[config.mk]
export PLATFORM = sky130hd
export DESIGN_NAME = serial_subtractor_ctrl
export DESIGN_NICKNAME = d
export VERILOG_FILES = /design/src/rtl/serial_subtractor_ctrl.sv
export SDC_FILE = /design/constraint.sdc
export NUM_CORES = 1
export LEC_CHECK = 0
export CORE_AREA = 5 5 62 64
export DETAILED_ROUTE_END_ITERATION = 7
export DIE_AREA = 0 0 67 69
export PLACE_DENSITY = 0.46
export SLEW_MARGIN = 15
export SYNTH_ARGS = -nofsm -noshare
export SYNTH_HDL_FRONTEND = slang
export SYNTH_SLANG_ARGS = --single-unit
[constraint.sdc]
create_clock -name clk -period 2 [get_ports clk]
set_input_delay 0.2 -clock clk [delete_from_list [all_inputs] [get_ports clk]]
set_output_delay 0.2 -clock clk [all_outputs]
set_load 0.01 [all_outputs]
[src/rtl/serial_subtractor_ctrl.sv]
// rtl/serial_subtractor_ctrl.sv - bit-serial A-B controller over one 1-bit subtractor cell
// Optional feature macro: SERSUB_SIGNED_OVF_EN (adds the two's-complement overflow output ovf)
module serial_subtractor_ctrl #(
    parameter int WIDTH = 4
) (
    input  logic             clk,
    input  logic             rst,
    input  logic             start,
    input  logic [WIDTH-1:0] a,
    input  logic [WIDTH-1:0] b,
    output logic             busy,
    output logic             done,
    output logic [WIDTH-1:0] diff,
    output logic             borrow_out
`ifdef SERSUB_SIGNED_OVF_EN
    ,
    output logic             ovf
`endif
);
    localparam int CW = $clog2(WIDTH);
    localparam logic [CW-1:0] LAST = CW'(WIDTH - 1);

    typedef enum logic [1:0] {
        IDLE = 2'd0,
        RUN  = 2'd1,
        DONE = 2'd2
    } state_t;

    state_t           state_q, state_d;
    logic [CW-1:0]    cnt_q, cnt_d;
    logic [WIDTH-1:0] a_sh_q, a_sh_d;
    logic [WIDTH-1:0] b_sh_q, b_sh_d;
    logic [WIDTH-1:0] acc_q, acc_d;
    logic             borrow_q, borrow_d;
    logic [WIDTH-1:0] diff_q, diff_d;
    logic             bout_q, bout_d;
`ifdef SERSUB_SIGNED_OVF_EN
    logic             ovf_q, ovf_d;
`endif

    logic x, y, cell_diff, cell_bout;

    // The 1-bit subtractor cell always looks at the LSBs of the operand shifters.
    assign x         = a_sh_q[0];
    assign y         = b_sh_q[0];
    assign cell_diff = x ^ y ^ borrow_q;
    assign cell_bout = (~x & y) | (~(x ^ y) & borrow_q);

    always_comb begin
        state_d  = state_q;
        cnt_d    = cnt_q;
        a_sh_d   = a_sh_q;
        b_sh_d   = b_sh_q;
        acc_d    = acc_q;
        borrow_d = borrow_q;
        diff_d   = diff_q;
        bout_d   = bout_q;
`ifdef SERSUB_SIGNED_OVF_EN
        ovf_d    = ovf_q;
`endif
        case (state_q)
            IDLE: begin
                if (start) begin
                    state_d  = RUN;
                    cnt_d    = '0;
                    a_sh_d   = a;
                    b_sh_d   = b;
                    acc_d    = '0;
                    borrow_d = 1'b0;
                end
            end
            RUN: begin
                a_sh_d   = a_sh_q >> 1;
                b_sh_d   = b_sh_q >> 1;
                acc_d    = {cell_diff, acc_q[WIDTH-1:1]};
                borrow_d = cell_bout;
                if (cnt_q == LAST) begin
                    // Last bit: x/y are the operand MSBs, so the sign check happens here.
                    state_d = DONE;
                    cnt_d   = '0;
                    diff_d  = {cell_diff, acc_q[WIDTH-1:1]};
                    bout_d  = cell_bout;
`ifdef SERSUB_SIGNED_OVF_EN
                    ovf_d   = (x != y) && (cell_diff != x);
`endif
                end else begin
                    cnt_d = cnt_q + 1'b1;
                end
            end
            DONE:    state_d = IDLE;
            default: state_d = IDLE;
        endcase
    end

    always_ff @(posedge clk) begin
        if (rst) begin
            state_q  <= IDLE;
            cnt_q    <= '0;
            a_sh_q   <= '0;
            b_sh_q   <= '0;
            acc_q    <= '0;
            borrow_q <= 1'b0;
            diff_q   <= '0;
            bout_q   <= 1'b0;
`ifdef SERSUB_SIGNED_OVF_EN
            ovf_q    <= 1'b0;
`endif
        end else begin
            state_q  <= state_d;
            cnt_q    <= cnt_d;
            a_sh_q   <= a_sh_d;
            b_sh_q   <= b_sh_d;
            acc_q    <= acc_d;
            borrow_q <= borrow_d;
            diff_q   <= diff_d;
            bout_q   <= bout_d;
`ifdef SERSUB_SIGNED_OVF_EN
            ovf_q    <= ovf_d;
`endif
        end
    end

    assign busy       = (state_q != IDLE);
    assign done       = (state_q == DONE);
    assign diff       = diff_q;
    assign borrow_out = bout_q;
`ifdef SERSUB_SIGNED_OVF_EN
    assign ovf        = ovf_q;
`endif
endmodule
==> results.yml <==
die:
  start_util_pct: 29.00
  chipHeight_um: 69
  ios: 18
  fp.dieArea_um2: 4623
  floorplan.die.width_um: 67
  area_inside_the_core_boundary_um2: 3232
  std_cell_rows: 21
synthesis:
  postSynthRegisterBits: 21
  post_synth_xor_area_fraction_pct: 0
  post_synth_num_cell_types: 25
  synth.yosys.seq_area_share_pct: 44.86
  postSynthCellCount: 104
  compound_gate_portion_of_the_synthesized_area_pct: 25.23
  muxShareOfSynthArea_pct: 1.068
  syn-num-nets: 117
  yosys.area_share.simple_pct: 15.49
  synthesis.area_per_instance_um2: 9.011
  synth_top_family_by_area: "compound AO/OA/AOI/OAI gates"
  yosys_warning_count: 0
  post_synth_instance_area_um2: 937.1
  yosys.area_share.adder_pct: 3.471
power_and_ir_drop:
  power_density_nw_per_um2: 664.1
  vdd_drop_max_v: 0.0001854
  power.leakage_uw: 0.0004287
placed_design:
  gp_congestion: 0.6954
  placed_cell_area_um2: 1140
  hpwl_um: 1449
  count_of_buffers_from_port_buffering: 17
sta:
  worstMarginPinSlew_ns: 0.5912
  timing.final.crit_period_ns: 1.840
  max_clock_freq_ghz: 0.5434
  timing.final.setup_violations: 0
  hold_violations: 0
  post-route-period-util_pct: 92.02
  timing.setup.tns_ns: 0
  finalClockSkew_ns: 0.001206
  maxSlewViolCount: 0
  grt_setup_unrepaired: "no"
  worst_slew_margin_rel_pct: 60.46
  worst_hold_slack_ns: 0.4661
layout:
  insertedDiodeCount: 0
  drive_gt1_share_pct: 13.22
  nNetsFinal: 135
  fin_area_um2: 1167
  area_growth_pct: 24.57
global_routing:
  grt_pass1_vias: 741
  grt_first_pass_wirelength_um: 3374
  grt_start_max_net_pins: 16
  initial_antenna_violation_count: 0
  groute.usage.overall_pct: 9.334
  grt-ovfl-total: 0
status:
  run_status: "finished clean"
clock_tree:
  clkSlewWorstSetupHoldPaths_ns: 0.12
  cts_inserted_buffers: 3
  cts_resized: 0
  htree_levels: 1
  tritoncts: "done"
  cts.sinks: 21
  ctsRootBufferMaster: "clkbuf_4"
  worst_skew_pair.late_latency_ns: 0.30
  cts_max_path_buffers: 2
  ctsHoldBuffers: 0
  postCtsSetupRepairBufs: 0
critical_path:
  critPathLaunchType: "flop"
  critPathKind: "reg -> out"
  cp.required_ns: 1.80
  worst-endpoint-arrival_ns: 1.64
  worstSetupEndpointType: "output pin"
  crit_path_max_fanout: 11
route:
  vias: 751
  drtIter0Drc: 35
  post_drt_via_cell_ratio: 4.497
  drt-pass1-iter-count: 2
  detailed_route_drc_error_count: 0
  drtAntennaViolNets: 0
  wl_per_cell_um: 12.02
  totalWireLength_um: 2008
worst_hold_path:
  hold_path_class: "reg -> reg"
run:
  max_cap_violations: 0
-- logic make-up (layout without fill, tap and decap cells) --
logic type / after synthesis / in the layout
DFF: 21 / 21
and+or+nand+nor: 33 / 33
AOI/OAI and AO/OA: 29 / 29
adders and majority gates: 2 / 2
muxes: 1 / 1
buffers and inverters: 18 / 35
-- flip-flops by register name, indices dropped and copies added (netlist names) --
signal,flops
a_sh_q,4
b_sh_q,4
diff,4
acc_q,3
cnt_q,2
state_q,2
borrow_out,1
borrow_q,1
-- Yosys cell counts (all sizes together) --
| cell type | number | area, um^2 |
|---|---|---|
| nor3b | 1 | 7.510 |
| inv | 10 | 37.54 |
| clkbuf | 1 | 3.750 |
| nand2 | 6 | 22.52 |
| nor2 | 17 | 63.81 |
| nand3 | 4 | 20.02 |
| nand3b | 1 | 7.510 |
| a22oi | 7 | 52.55 |
| o21bai | 1 | 18.77 |
| ha | 1 | 12.51 |
| a311oi | 1 | 15.01 |
| buf | 7 | 51.29 |
| o21a | 2 | 15.01 |
| o221a | 4 | 45.04 |
| mux2i | 1 | 10.01 |
| dfxtp | 21 | 420.4 |
| nor2b | 2 | 12.51 |
| nand2b | 1 | 6.260 |
| a221oi | 2 | 30.03 |
| nor3 | 1 | 5.000 |
| a21oi | 12 | 60.06 |
| fa | 1 | 20.02 |
-- through the flow --
stage | utilization (%) | std cells | setup slack [ns] | total power (uW)
floorplan | - | 104 | 0.8498 | 537.6
global placement | 35.27 | 163 | 0.4883 | 575.1
detailed placement | 35.27 | 163 | 0.4940 | 575.1
CTS | 36.12 | 167 | 0.1337 | 790.1
global route | 36.12 | 167 | 0.06235 | 815.9
finish | 36.12 | 167 | 0.1597 | 775.3
-- power breakdown --
group	switching [uW]	internal, uW	leakage (uW)
Sequential	16.5	437	0.000172
Clock	136	74.6	0.0000177
Combinational	52.3	58.5	0.000239
-- per-layer routing --
metal  global-route usage [%]  up-vias  wire length (um)
li1                         -      389                 -
met1                    11.61      345               968
met2                    14.52       13               898
met3                    2.922        4               118
met4                    4.054        0                23
met5                        0        -                 0
-- cell usage in the layout, fill, tap and decap left out, types with 3 or more instances in the layout --
master / n
buf_4: 4
nand2_1: 6
nand3_1: 4
dfxtp_1: 21
nor2_1: 17
clkdlybuf4s50_1: 17
inv_1: 10
a21oi_1: 12
clkbuf_4: 3
a22oi_1: 7
o221a_2: 4
-- area by class of cell --
| type | instances | area, um^2 |
|---|---|---|
| clock inverters | 1 | 5.005 |
| repair buffers | 21 | 200.2 |
| clock buffers | 3 | 22.52 |
| multi-input cells | 65 | 424.2 |
| well taps | 46 | 57.56 |
| flip-flops and latches | 21 | 420.4 |
| fillers | 358 | 2064 |
| inverters | 10 | 37.54 |
-- path summary, 6_finish.rpt --
check              from    endpoint  slack [ns]  cells after the start
max          state_q[0]        busy        0.16                      3
min            borrow_q    borrow_q        0.47                      2
min reg2reg    borrow_q    borrow_q        0.47                      2
max reg2reg  state_q[0]  borrow_out        0.51                      4
-- critical path, cell delays in order, from the launching register on --
cell             delay (ns)
dfxtp_1                0.63
nor2_1                 0.11
inv_1                  0.07
clkdlybuf4s50_1        0.53
(Power assumes the default switching activity.)
==> variant 1 (same flow settings) <==
The parameter `WIDTH` goes from 4 to 2.
--- a/src/rtl/serial_subtractor_ctrl.sv
+++ b/src/rtl/serial_subtractor_ctrl.sv
@@ -1,7 +1,7 @@
 // rtl/serial_subtractor_ctrl.sv - bit-serial A-B controller over one 1-bit subtractor cell
 // Optional feature macro: SERSUB_SIGNED_OVF_EN (adds the two's-complement overflow output ovf)
 module serial_subtractor_ctrl #(
-    parameter int WIDTH = 4
+    parameter int WIDTH = 2
 ) (
     input  logic             clk,
     input  logic             rst,
Ports: changed (resized a, b and diff); port bits go from 18 to 12. The function was not compared with the original's and may differ.
==> variant 1 against the unedited design <==
- critical path depth shrank 1
- sequential cell count shrank 9
- routed wire length shrank 40%
- final area shrank 31%
- global-route usage shrank 3.5 points
- setup slack gained 0.29 ns
- total power shrank 30%
- synthesized area shrank 34%
- largest cell class unchanged
- largest power group unchanged
==> variant 1: results (changes against the unedited design) <==
Synth Area in Adders - 3.25% (was 3.47%)
met2 Track Usage GR - 8.30% (was 14.5%)
Yosys reg bits - 12 (was 21)
Crit-path slowest cell - clkdlybuf4s50_1 (was dfxtp_1)
#MultiIn Comb - 40 (was 65)
vias in the first global route - 455 (was 741)
Mapped Nets - 68 (was 117)
leakage - 0.000269 µW (was 0.000429 µW)
largest net degree at the start of global routing - 18 (was 16)
clk_skew - 0.00177 ns (was 0.00121 ns)
Slew @ Worst Pin - 0.365 ns (was 0.591 ns)
worst ir drop on vdd - 0.000174 V (was 0.000185 V)
max incr delay on CP - 0.48 ns (was 0.63 ns)
NonClk Buf Share - 16.4% (was 17.1%)
layout cell share with drive strength beyond 1 - 14.9% (was 13.2%)
CP max FO - 3 (was 11)
GR Layer Usage met3 - 2.27% (was 2.92%)
Synth Area in Compound Gates - 14.4% (was 25.2%)
GRT Overall Usage - 5.86% (was 9.33%)
clock slew at reported path FFs - 0.08 ns (was 0.12 ns)
DP Worst Slack - 0.507 ns (was 0.494 ns)
Placer Congestion - 0.603 (was 0.695)
clk tree area frac - 4.49% (was 2.36%)
number of placed instances, taps included - 116 (was 163)
worst skew pair latency - 0.27 ns (was 0.30 ns)
# clk buffers - 4 (was 3)
metal3 WL - 105 µm (was 118 µm)
Non-clock buffers - 14 (was 21)
vias per cell - 3.84 (was 4.50)
I/O Buffers - 11 (was 17)
status - finished clean (unchanged)
final wirelength - 1210 µm (was 2010 µm)
inverters - 4 (was 10)
WL/cell - 10.1 µm (was 12.0 µm)
mux cell area share after synthesis - 5.07% (was 1.07%)
PwrDens - 675 mW/mm² (was 664 mW/mm²)
nets - 83 (was 135)
crit-path leading delay family - buffers and inverters (was flip-flops)
first-pass GRT wire length - 2010 µm (was 3370 µm)
[variant 1: cell types whose count changed after synthesis, moves of 4 or more]
cell / change
a21oi_1: -12
a22oi_1: -7
o221a_2: -4
nand3_1: -4
nor2_1: -15
dfxtp_1: -9
nand2_1: -4
nand2b_1: +6
inv_1: -6
[variant 1: cell families (layout without fill, tap and decap cells)]
group | count (synthesis) | count (layout)
multiplexers | 3 | 3
flip-flops | 12 | 12
buffers and inverters | 8 | 22
AND/OR/NAND/NOR | 26 | 26
AO/OA/AOI/OAI | 10 | 10
adder cells (fa/ha/maj) | 1 | 1
[variant 1: path summary, 6_finish.rpt]
| kind | startpoint | end | slack [ns] | cells past startpoint |
|---|---|---|---|---|
| max | state_q[0] | busy | 0.45 | 2 |
| min | diff[1] | diff[1] | 0.47 | 2 |
| max reg2reg | b_sh_q[0] | borrow_q | 0.56 | 4 |
| min reg2reg | diff[1] | diff[1] | 0.47 | 2 |
==> variant 2 (same flow settings) <==
Without the edit above. The 3 states of `state_t` get a one-hot encoding in 3 bits.
--- a/src/rtl/serial_subtractor_ctrl.sv
+++ b/src/rtl/serial_subtractor_ctrl.sv
@@ -20,10 +20,10 @@
     localparam int CW = $clog2(WIDTH);
     localparam logic [CW-1:0] LAST = CW'(WIDTH - 1);
 
-    typedef enum logic [1:0] {
-        IDLE = 2'd0,
-        RUN  = 2'd1,
-        DONE = 2'd2
+    typedef enum logic [2:0] {
+        IDLE = 3'b001,
+        RUN  = 3'b010,
+        DONE = 3'b100
     } state_t;
 
     state_t           state_q, state_d;
Function: no difference found for any inputs over 10 cycles, from zero or initial values and one cycle with rst high; not proved beyond that.
==> variant 2 against the unedited design <==
- setup slack got worse by 0.058 ns
- sequential cell count increased by 1
- synthesized area increased by 0.13%
- critical path depth decreased by 1
- total power increased by 20%
- register-to-register slack improved by 0.02 ns
- final area increased by 3.6%
- via count decreased by 8.7%
- non-clock buffer count decreased by 1
- routed wire length decreased by 7.7%
==> variant 2: results (changes against the unedited design) <==
status - finished clean (unchanged)
ranking of synthesized cells by area - dfxtp_1 (47%), a22o_1 (5.6%), nor3_1 (4.8%) (was dfxtp_1 (45%), nor2_1 (6.8%), a21oi_1 (6.4%))
reg-to-reg slack, setup - 0.53 ns (was 0.51 ns)
sequential area share after synthesis - 46.9% (was 44.9%)
r2r startpoint - state_q[1] (was state_q[0])
layout cell share with drive strength beyond 1 - 15.2% (was 13.2%)
Final Non-Filler Cells - 151 (was 167)
leakage - 0.000441 µW (was 0.000429 µW)
fin crit period - 1.90 ns (was 1.84 ns)
max incr delay on CP - 0.49 ns (was 0.63 ns)
Root Buffer Master - clkbuf_4 (unchanged)
worst ir drop on vdd - 0.000272 V (was 0.000185 V)
Crit-path slowest cell - or3b_2 (was dfxtp_1)
clk_skew - 0.0102 ns (was 0.00121 ns)
Synth Area in Adders - 3.47% (about the same)
Worst R2R Path Depth - 3 (was 4)
wl on met1 - 948 µm (was 968 µm)
capture point of the worst reg-to-reg path - a_sh_q[2] (was borrow_out)
mux cell area share after synthesis - 4.27% (was 1.07%)
vias in the first global route - 680 (was 741)
DR pass1 iterations - 4 (was 2)
CP max FO - 9 (was 11)
met2 routed WL - 771 µm (was 898 µm)
arrival time of the worst setup path - 1.70 ns (was 1.64 ns)
DP Worst Slack - 0.360 ns (was 0.494 ns)
Synth Area in Compound Gates - 16.1% (was 25.2%)
GRT Overall Usage - 8.86% (was 9.33%)
dpl hpwl - 1430 µm (was 1450 µm)
Placer Congestion - 0.734 (was 0.695)
first-pass GRT wire length - 3130 µm (was 3370 µm)
Max-Slew Margin vs Limit - 70.8% (was 60.5%)
metal3 WL - 75 µm (was 118 µm)
fillers - 334 (was 358)
worst skew pair latency - 0.32 ns (was 0.30 ns)
Mapped Nets - 99 (was 117)
Synth cell types - 35 (was 25)
crit path from - state_q[2] (was state_q[0])
largest net degree at the start of global routing - 14 (was 16)
crit-path leading delay family - simple AND/OR/NAND/NOR gates (was flip-flops)
Mapped Avg Cell Area - 10.9 µm² (was 9.01 µm²)
vias per cell - 4.54 (was 4.50)
Min-Delay Path Class - primary input to flop (was flop to flop)
==> variant 2: cell count changes in the layout (fill, tap and decap cells not counted), moves of 6 or more <==
cell and change:
nor3_1 +8, inv_1 -6, a22o_1 +6, a21oi_1 -10, nor2_1 -10, nand2_1 -6
a22oi_1 -7
==> variant 2: worst min path at each step <==
stage             start  cells after the start  slack, ns        end
2_1_floorplan      a[3]                      1       0.33  a_sh_q[3]
3_3_place_gp   borrow_q                      1       0.44   borrow_q
3_5_place_dp   borrow_q                      1       0.45   borrow_q
4_1_cts            b[3]                      2       0.47  b_sh_q[3]
5_1_grt            b[3]                      2       0.47  b_sh_q[3]
6_report           b[3]                      2       0.47  b_sh_q[3]
==> variant 2: cell type report <==
| cell class | count | area, µm² | area share [%] |
|---|---|---|---|
| well taps | 46 | 57.6 | 4.76 |
| clock inverters | 1 | 30.0 | 2.48 |
| multi-input cells | 55 | 450 | 37.2 |
| inverters | 4 | 15.0 | 1.24 |
| flip-flops and latches | 22 | 442 | 36.5 |
| repair buffers | 20 | 193 | 15.9 |
| clock buffers | 3 | 22.5 | 1.86 |
==> variant 2: kinds of logic (layout without fill, tap and decap cells) <==
group / Yosys count / after routing
AO/OA/AOI/OAI: 19 / 19
adder cells (fa/ha/maj): 2 / 2
buffers and inverters: 9 / 28
flip-flops: 22 / 22
multiplexers: 4 / 4
AND/OR/NAND/NOR: 30 / 30
==> variant 2: metal layers <==
layer  track usage, %  vias to the layer above
met1             11.7                      313
met2             12.4                       15
li1                 -                      353
met4             6.08                        0
met3             2.11                        5
met5                0                        -
==> variant 2: report_power, final <==
| group | total (µW) | internal [µW] | switching, µW |
|---|---|---|---|
| Clock | 345 | 203 | 142 |
| Sequential | 473 | 458 | 15.0 |
| Combinational | 110 | 59.0 | 50.9 |
==> variant 2: through the flow <==
| stage | total power [µW] | hold slack [ns] | area, µm² |
|---|---|---|---|
| 6_report | 928 | 0.471 | 1210 |
| 5_1_grt | 966 | 0.471 | 1210 |
| 4_1_cts | 935 | 0.466 | 1210 |
| 3_5_place_dp | 594 | 0.449 | 1160 |
| 3_3_place_gp | 594 | 0.441 | 1160 |
| 2_1_floorplan | 552 | 0.326 | 938 |
==> variant 2: what timing repair did <==
| item | 4_1_cts | 5_1_grt |
|---|---|---|
| buffers inserted | 0 | 0 |
| resized for setup | 0 | 1 |
| setup endpoints to repair | 0 | 1 |
